$ cat config.mk
export PLATFORM = sky130hd
export DESIGN_NAME = sie_phase_sequencer
export DESIGN_NICKNAME = d
export VERILOG_FILES = /design/src/rtl/sie_pkg.sv /design/src/rtl/sie_envelope_ramp.sv /design/src/rtl/sie_phase_sequencer.sv
export SDC_FILE = /design/constraint.sdc
export NUM_CORES = 1
export LEC_CHECK = 0
export BUFFER_PORTS_ARGS = -buffer_cell sky130_fd_sc_hd__buf_4
export CORE_AREA = 3 3 76 113
export CTS_BUF_LIST = sky130_fd_sc_hd__clkbuf_2 sky130_fd_sc_hd__clkbuf_4 sky130_fd_sc_hd__clkbuf_8
export CTS_CLUSTER_SIZE = 25
export DETAILED_ROUTE_END_ITERATION = 12
export DIE_AREA = 0 0 79 116
export HOLD_SLACK_MARGIN = 0.08
export PLACE_DENSITY_LB_ADDON = 0.08
export RECOVER_POWER = 50
export SLEW_MARGIN = 20
export SYNTH_ARGS = -nofsm -noshare
export SYNTH_HDL_FRONTEND = slang
export SYNTH_HIERARCHICAL = 1
export SYNTH_SLANG_ARGS = --single-unit
$ cat constraint.sdc
create_clock -name clk -period 5.9 [get_ports clk]
set_input_delay 0.885 -clock clk [delete_from_list [all_inputs] [get_ports clk]]
set_output_delay 0.885 -clock clk [all_outputs]
set_load 0.005 [all_outputs]
$ cat src/rtl/sie_pkg.sv
// sie_pkg: SIE phase codes and Q14 constants shared by the phase sequencer and coupling_mode_controller.
package sie_pkg;

    localparam logic [2:0] SIE_BASELINE     = 3'd0;
    localparam logic [2:0] SIE_PRE_IGNITION = 3'd1;
    localparam logic [2:0] SIE_IGNITION     = 3'd2;
    localparam logic [2:0] SIE_PLATEAU      = 3'd3;
    localparam logic [2:0] SIE_PROPAGATION  = 3'd4;
    localparam logic [2:0] SIE_DECAY        = 3'd5;
    localparam logic [2:0] SIE_REFRACTORY   = 3'd6;

    localparam int ONE = 16384;

    typedef enum logic [2:0] {
        PH_BASELINE    = SIE_BASELINE,
        PH_PRE         = SIE_PRE_IGNITION,
        PH_IGNITION    = SIE_IGNITION,
        PH_PLATEAU     = SIE_PLATEAU,
        PH_PROPAGATION = SIE_PROPAGATION,
        PH_DECAY       = SIE_DECAY,
        PH_REFRACTORY  = SIE_REFRACTORY,
        PH_ILLEGAL     = 3'd7
    } sie_phase_e;

    function automatic bit dur_ok(input int n);
        return n >= 1 && n <= 65535;
    endfunction

endpackage

$ cat src/rtl/sie_envelope_ramp.sv
// sie_envelope_ramp: saturating Q14 envelope register stepped up or down by fixed amounts.
module sie_envelope_ramp
    import sie_pkg::*;
#(
    parameter int WIDTH = 18,
    parameter int UP    = 256,
    parameter int DN    = 64
) (
    input  logic                    clk,
    input  logic                    rst,
    input  logic                    up,
    input  logic                    down,
    input  logic                    hold_one,
    input  logic                    clear,
    input  logic                    force_one,
    input  logic                    force_zero,
    output logic signed [WIDTH-1:0] env
);

    localparam logic signed [WIDTH-1:0] ONE_W = WIDTH'(ONE);
    localparam logic signed [WIDTH-1:0] UP_W  = WIDTH'(UP);
    localparam logic signed [WIDTH-1:0] DN_W  = WIDTH'(DN);

    logic signed [WIDTH-1:0] env_q, env_d;

    // With no control asserted the envelope simply holds its value.
    always_comb begin
        env_d = (clear || force_zero) ? '0
              : (force_one || hold_one) ? ONE_W
              : up ? ((env_q >= ONE_W - UP_W) ? ONE_W : env_q + UP_W)
              : down ? ((env_q <= DN_W) ? '0 : env_q - DN_W)
              : env_q;
    end

    always_ff @(posedge clk or posedge rst) begin
        if (rst) env_q <= '0;
        else env_q <= env_d;
    end

    assign env = env_q;

endmodule

$ cat src/rtl/sie_phase_sequencer.sv
// sie_phase_sequencer: debounced SIE trigger and timed ignition/plateau/propagation/decay/refractory
// sequence producing the phase code, activity flag, Q14 envelope and ignition counter.
module sie_phase_sequencer
    import sie_pkg::*;
#(
    parameter int WIDTH                  = 18,
    parameter int FRAC                   = 14,
    parameter int PRE_CYCLES             = 32,
    parameter int IGNITION_CYCLES        = 64,
    parameter int PLATEAU_CYCLES         = 256,
    parameter int PROPAGATION_CYCLES     = 128,
    parameter int DECAY_CYCLES           = 256,
    parameter int REFRACTORY_CYCLES      = 512,
    parameter int DEFAULT_TRIGGER_THRESH = 6554,
    parameter int DEFAULT_R_GATE         = 7373
) (
    input  logic                    clk,
    input  logic                    rst,
    input  logic                    clk_en,
    input  logic                    enable,
    input  logic                    force_trigger,
    input  logic signed [WIDTH-1:0] boundary_power,
    input  logic signed [WIDTH-1:0] kuramoto_R,
    input  logic signed [WIDTH-1:0] trigger_thresh,
    input  logic signed [WIDTH-1:0] r_gate,
    output logic [2:0]              sie_phase,
    output logic                    sie_active,
    output logic signed [WIDTH-1:0] sie_envelope,
    output logic                    ignition_pulse,
    output logic [15:0]             event_count
);

    if (!(dur_ok(PRE_CYCLES) && dur_ok(IGNITION_CYCLES) && dur_ok(PLATEAU_CYCLES) &&
          dur_ok(PROPAGATION_CYCLES) && dur_ok(DECAY_CYCLES) && dur_ok(REFRACTORY_CYCLES) &&
          ONE == (1 << FRAC))) begin : g_bad_params
        $error("sie_phase_sequencer: durations must be 1..65535 and FRAC must match Q14");
    end

    function automatic logic [15:0] last_of(input sie_phase_e p);
        case (p)
            PH_PRE:         return 16'(PRE_CYCLES - 1);
            PH_IGNITION:    return 16'(IGNITION_CYCLES - 1);
            PH_PLATEAU:     return 16'(PLATEAU_CYCLES - 1);
            PH_PROPAGATION: return 16'(PROPAGATION_CYCLES - 1);
            PH_DECAY:       return 16'(DECAY_CYCLES - 1);
            PH_REFRACTORY:  return 16'(REFRACTORY_CYCLES - 1);
            default:        return '0;
        endcase
    endfunction

    sie_phase_e              phase_q, phase_d;
    logic [15:0]             cnt_q, cnt_d, event_q, event_d;
    logic                    active_q, active_d, pulse_q, pulse_d;
    logic signed [WIDTH-1:0] eff_thresh, eff_gate;
    logic                    cond, last, abort, ign_entry;
    logic                    r_up, r_down, r_hold, r_clear, r_force_one, r_force_zero;

    always_comb begin
        eff_thresh = (trigger_thresh == '0) ? WIDTH'(DEFAULT_TRIGGER_THRESH) : trigger_thresh;
        eff_gate = (r_gate == '0) ? WIDTH'(DEFAULT_R_GATE) : r_gate;
        cond = enable && !boundary_power[WIDTH-1] && !kuramoto_R[WIDTH-1] &&
               boundary_power >= eff_thresh && kuramoto_R >= eff_gate;
        last = cnt_q == last_of(phase_q);
        abort = !enable && (phase_q inside {PH_IGNITION, PH_PLATEAU, PH_PROPAGATION});
        phase_d = phase_q;
        cnt_d = cnt_q;
        if (clk_en) begin
            case (phase_q)
                PH_BASELINE: begin
                    phase_d = (force_trigger && enable) ? PH_IGNITION : cond ? PH_PRE : PH_BASELINE;
                    cnt_d = '0;
                end
                PH_PRE: begin
                    phase_d = !cond ? PH_BASELINE : last ? PH_IGNITION : PH_PRE;
                    cnt_d = (!cond || last) ? '0 : cnt_q + 16'd1;
                end
                PH_IGNITION, PH_PLATEAU, PH_PROPAGATION, PH_DECAY, PH_REFRACTORY: begin
                    phase_d = abort ? PH_DECAY
                            : !last ? phase_q
                            : (phase_q == PH_REFRACTORY) ? PH_BASELINE
                            : sie_phase_e'(phase_q + 3'd1);
                    cnt_d = (abort || last) ? '0 : cnt_q + 16'd1;
                end
                default: begin
                    phase_d = PH_BASELINE;
                    cnt_d = '0;
                end
            endcase
        end
        ign_entry = phase_d == PH_IGNITION && phase_q != PH_IGNITION;
        event_d = (ign_entry && event_q != 16'hFFFF) ? event_q + 16'd1 : event_q;
        active_d = phase_d inside {PH_IGNITION, PH_PLATEAU, PH_PROPAGATION};
        pulse_d = ign_entry;
        // An aborting tick asserts no ramp control, so the envelope carries into DECAY unchanged.
        r_clear = clk_en && (phase_q inside {PH_BASELINE, PH_PRE, PH_REFRACTORY, PH_ILLEGAL});
        r_up = clk_en && phase_q == PH_IGNITION && !abort;
        r_force_one = r_up && last;
        r_hold = clk_en && (phase_q inside {PH_PLATEAU, PH_PROPAGATION}) && !abort;
        r_down = clk_en && phase_q == PH_DECAY;
        r_force_zero = r_down && last;
    end

    always_ff @(posedge clk or posedge rst) begin
        if (rst) begin
            phase_q  <= PH_BASELINE;
            cnt_q    <= '0;
            event_q  <= '0;
            active_q <= 1'b0;
            pulse_q  <= 1'b0;
        end else begin
            phase_q  <= phase_d;
            cnt_q    <= cnt_d;
            event_q  <= event_d;
            active_q <= active_d;
            pulse_q  <= pulse_d;
        end
    end

    sie_envelope_ramp #(
        .WIDTH (WIDTH),
        .UP    (ONE / IGNITION_CYCLES),
        .DN    (ONE / DECAY_CYCLES)
    ) u_ramp (
        .clk        (clk),
        .rst        (rst),
        .up         (r_up),
        .down       (r_down),
        .hold_one   (r_hold),
        .clear      (r_clear),
        .force_one  (r_force_one),
        .force_zero (r_force_zero),
        .env        (sie_envelope)
    );

    assign sie_phase      = phase_q;
    assign sie_active     = active_q;
    assign ignition_pulse = pulse_q;
    assign event_count    = event_q;

endmodule

==> results.json <==
{
  "numPortBuffers": 109,
  "end_kind": "flop",
  "die-height_um": 116,
  "ioPinCount": 116,
  "clock-sinks": 49,
  "fmax_mhz": 227,
  "final_cell_area_sq_mm": 0.00542,
  "synth_edf_count": 0,
  "fin_tns_setup_ns": 0,
  "grt_max_degree": 38,
  "final_max_slew_viol_count": 38,
  "tightest_slew_ns": 1.98,
  "fin_nets": 764,
  "outcome": "complete, but fails checks",
  "synth_area_per_cell_sq_um": 8.27,
  "leakage_nw": 2.72,
  "antenna_found_initial": 0,
  "synthArstFlopShare_pct": 100,
  "drtAntennaViolNets": 0,
  "ir_worst_vdd_uv": 307,
  "synth_cell_types": 72,
  "antennaDiodeCount": 0,
  "cts-resized-gates": 0,
  "grt_pass1_wl_um": 18800,
  "netlist_instances": 551,
  "gp_congestion": 0.899,
  "clock_skew_ns": 0.0132,
  "post_cts_buffers": 0,
  "violations": "max-capacitance violations, max-slew violations",
  "initial_utilization_pct": 59.1,
  "dp.cells": 737,
  "stdcell_count": 745,
  "cts_buffer_depth": 2,
  "cap_violations": 1,
  "yosysWarnings": 6,
  "grt.total_usage_pct": 25.1,
  "design.core.area_sq_mm": 0.00771,
  "cts_hold_buf": 0,
  "die_w_um": 79,
  "arrival_ns": 4.67,
  "post-route-util_pct": 70.3,
  "finalSetupViolCount": 0,
  "total_power_w": 0.00178,
  "hold_path.class": "reg2reg",
  "required_ns": 6.16,
  "seq_area_frac_synth_pct": 26.9,
  "via_per_inst": 5.96,
  "dr.first_iter.drc_count": 237,
  "final.period_utilization_pct": 74.7,
  "insertion_delay_ns": 0.32,
  "dp_hpwl_um": 9120,
  "h-tree-depth": 2,
  "cp_max_fo": 28,
  "wl_per_cell_um": 15.5,
  "die_area_sq_mm": 0.00916,
  "crit_path_start_kind": "input pin",
  "powerDensity_mw_per_mm2": 328,
  "finalCriticalPeriod_ns": 4.41,
  "drive_above_1_share_pct": 22.1,
  "root_buffer": "clkbuf_8",
  "cts_tree": "done",
  "drtPass1Iterations": 4,
  "row_count": 39,
  "clk_pin_slew_ns": 0.11,
  "path_class": "in2reg",
  "drcViolationCount": 0,
  "first_global_vias": 4244,
  "vias": 4440,
  "cts_buffers": 5,
  "syn-cell-area_sq_mm": 0.00456,
  "slew_headroom_pct": -31.9,
  "area_growth_syn_to_layout_pct": 18.9,
  "placed_area_sq_mm": 0.00533,
  "synth_seq_cells": 49,
  "hold_viol_final": 0,
  "wl_um": 11500,
  "rsz0062_at_grt": "no",
  "grt-ovfl-total": 0,
  "synthFlopType": "dfrtp_1"
}
-- worst paths after layout --
path                            slack (ns)              start         endpoint  depth (start not counted)
worst max register to register        2.10       sie_phase[0]   u_ramp/env[10]                          9
min in group asynchronous             0.61                rst    u_ramp/env[9]                          2
worst min register to register        0.50    event_count[10]  event_count[10]                          1
worst max-delay path                  1.49  trigger_thresh[1]         cnt_q[3]                         15
max in group asynchronous             3.49                rst        cnt_q[15]                          3
worst min-delay path                  0.50    event_count[10]  event_count[10]                          1
-- final cells by class --
cell class	count	area (sq um)
clock buffers	5	68.8
clock inverters	3	28.8
fillers	687	2290
inverters	45	169
multi-input cells	429	2970
flip-flops and latches	49	1230
well taps	102	128
repair buffers	112	833
-- Yosys cell counts, drive strengths merged (4+ instances only) --
| cell type | number | area [sq um] |
|---|---|---|
| mux2 | 4 | 48.8 |
| o21ai | 33 | 169 |
| dfrtp | 49 | 1230 |
| buf | 24 | 179 |
| nand3 | 24 | 120 |
| a211oi | 6 | 62.6 |
| nand2 | 32 | 120 |
| nand2b | 7 | 43.8 |
| or3 | 4 | 25.0 |
| nor2 | 49 | 184 |
| nor3b | 12 | 90.1 |
| a21oi | 28 | 140 |
| and3 | 16 | 100 |
| ha | 45 | 563 |
| xnor2 | 6 | 52.6 |
| o211ai | 7 | 57.6 |
| or4 | 7 | 63.8 |
| a21o | 15 | 113 |
| a31oi | 5 | 31.3 |
| clkbuf | 9 | 35.0 |
| nor3 | 24 | 158 |
| and2 | 5 | 31.3 |
| xor2 | 13 | 114 |
| inv | 45 | 169 |
| nor4 | 20 | 153 |
| nand4 | 16 | 115 |
-- placed cells by master, fill, tap and decap left out, types with 4 or more instances in the layout --
cell      count
dfrtp_1      49
o211ai_1      6
nand4_1      15
nand3_1      24
nor3b_1      12
or4_1         4
a31oi_1       5
and2_1        5
nor3_1       19
clkbuf_8      5
a21o_1       15
buf_4        94
nand2_1      32
clkbuf_4     16
or3_1         4
a21oi_1      28
a211oi_1      4
nor4_1       17
xnor2_1       6
conb_1        6
o21ai_0      29
nor2_1       49
xor2_1       13
inv_1        45
nand2b_1      7
ha_1         45
and3_1       16
-- stage by stage --
| stage | hold slack [ns] | worst slack (ns) |
|---|---|---|
| detailed placement | 0.489 | 1.14 |
| global placement | 0.483 | 1.32 |
| finish | 0.504 | 1.49 |
| floorplan | 0.477 | 1.42 |
| CTS | 0.504 | 1.48 |
| global route | 0.531 | 1.23 |
-- state kept, by name (all words and copies together), names as in the netlist --
name,flops
sie_active,1
sie_phase,3
u_ramp/env,12
cnt_q,16
event_count,16
ignition_pulse,1
-- routing by layer --
| layer | vias to the layer above | routed length, um | global-route usage (%) |
|---|---|---|---|
| li1 | 2183 | - | - |
| met1 | 2107 | 4340 | 26.9 |
| met2 | 117 | 6350 | 47.5 |
| met3 | 33 | 501 | 4.98 |
| met4 | 0 | 318 | 10.4 |
| met5 | - | 0 | 0 |
-- logic make-up (layout without fill, tap and decap cells) --
| family | count (synthesis) | count (layout) | share of synthesized area, % |
|---|---|---|---|
| simple gates | 227 | 227 | 28.3 |
| other cells | 1 | 6 | 0.0822 |
| fa+ha+maj | 45 | 45 | 12.3 |
| mux | 7 | 7 | 1.73 |
| compound gates | 125 | 125 | 18.6 |
| xor+xnor | 19 | 19 | 3.65 |
| buf+inv | 78 | 165 | 8.40 |
| flops | 49 | 49 | 26.9 |
-- worst max-delay path: stages --
cell	delay (ns)
buf_4	0.11
or4_1	0.52
nor4_1	0.26
buf_4	0.20
nor2_1	0.05
ha_1	0.29
nand4_1	0.14
or3_1	0.39
o221ai_1	0.22
a211oi_1	0.11
nor3_1	0.31
nand3_1	0.14
a211o_1	0.59
o21ai_0	0.29
a21o_1	0.14
-- where the power goes --
| part | internal [W] | leakage [nW] | switching [W] |
|---|---|---|---|
| combinational | 0.000433 | 2.02 | 0.000545 |
| clock | 0.0000889 | 0.0506 | 0.000131 |
| sequential | 0.000408 | 0.651 | 0.000175 |
Power figures use the tool's default switching activity.
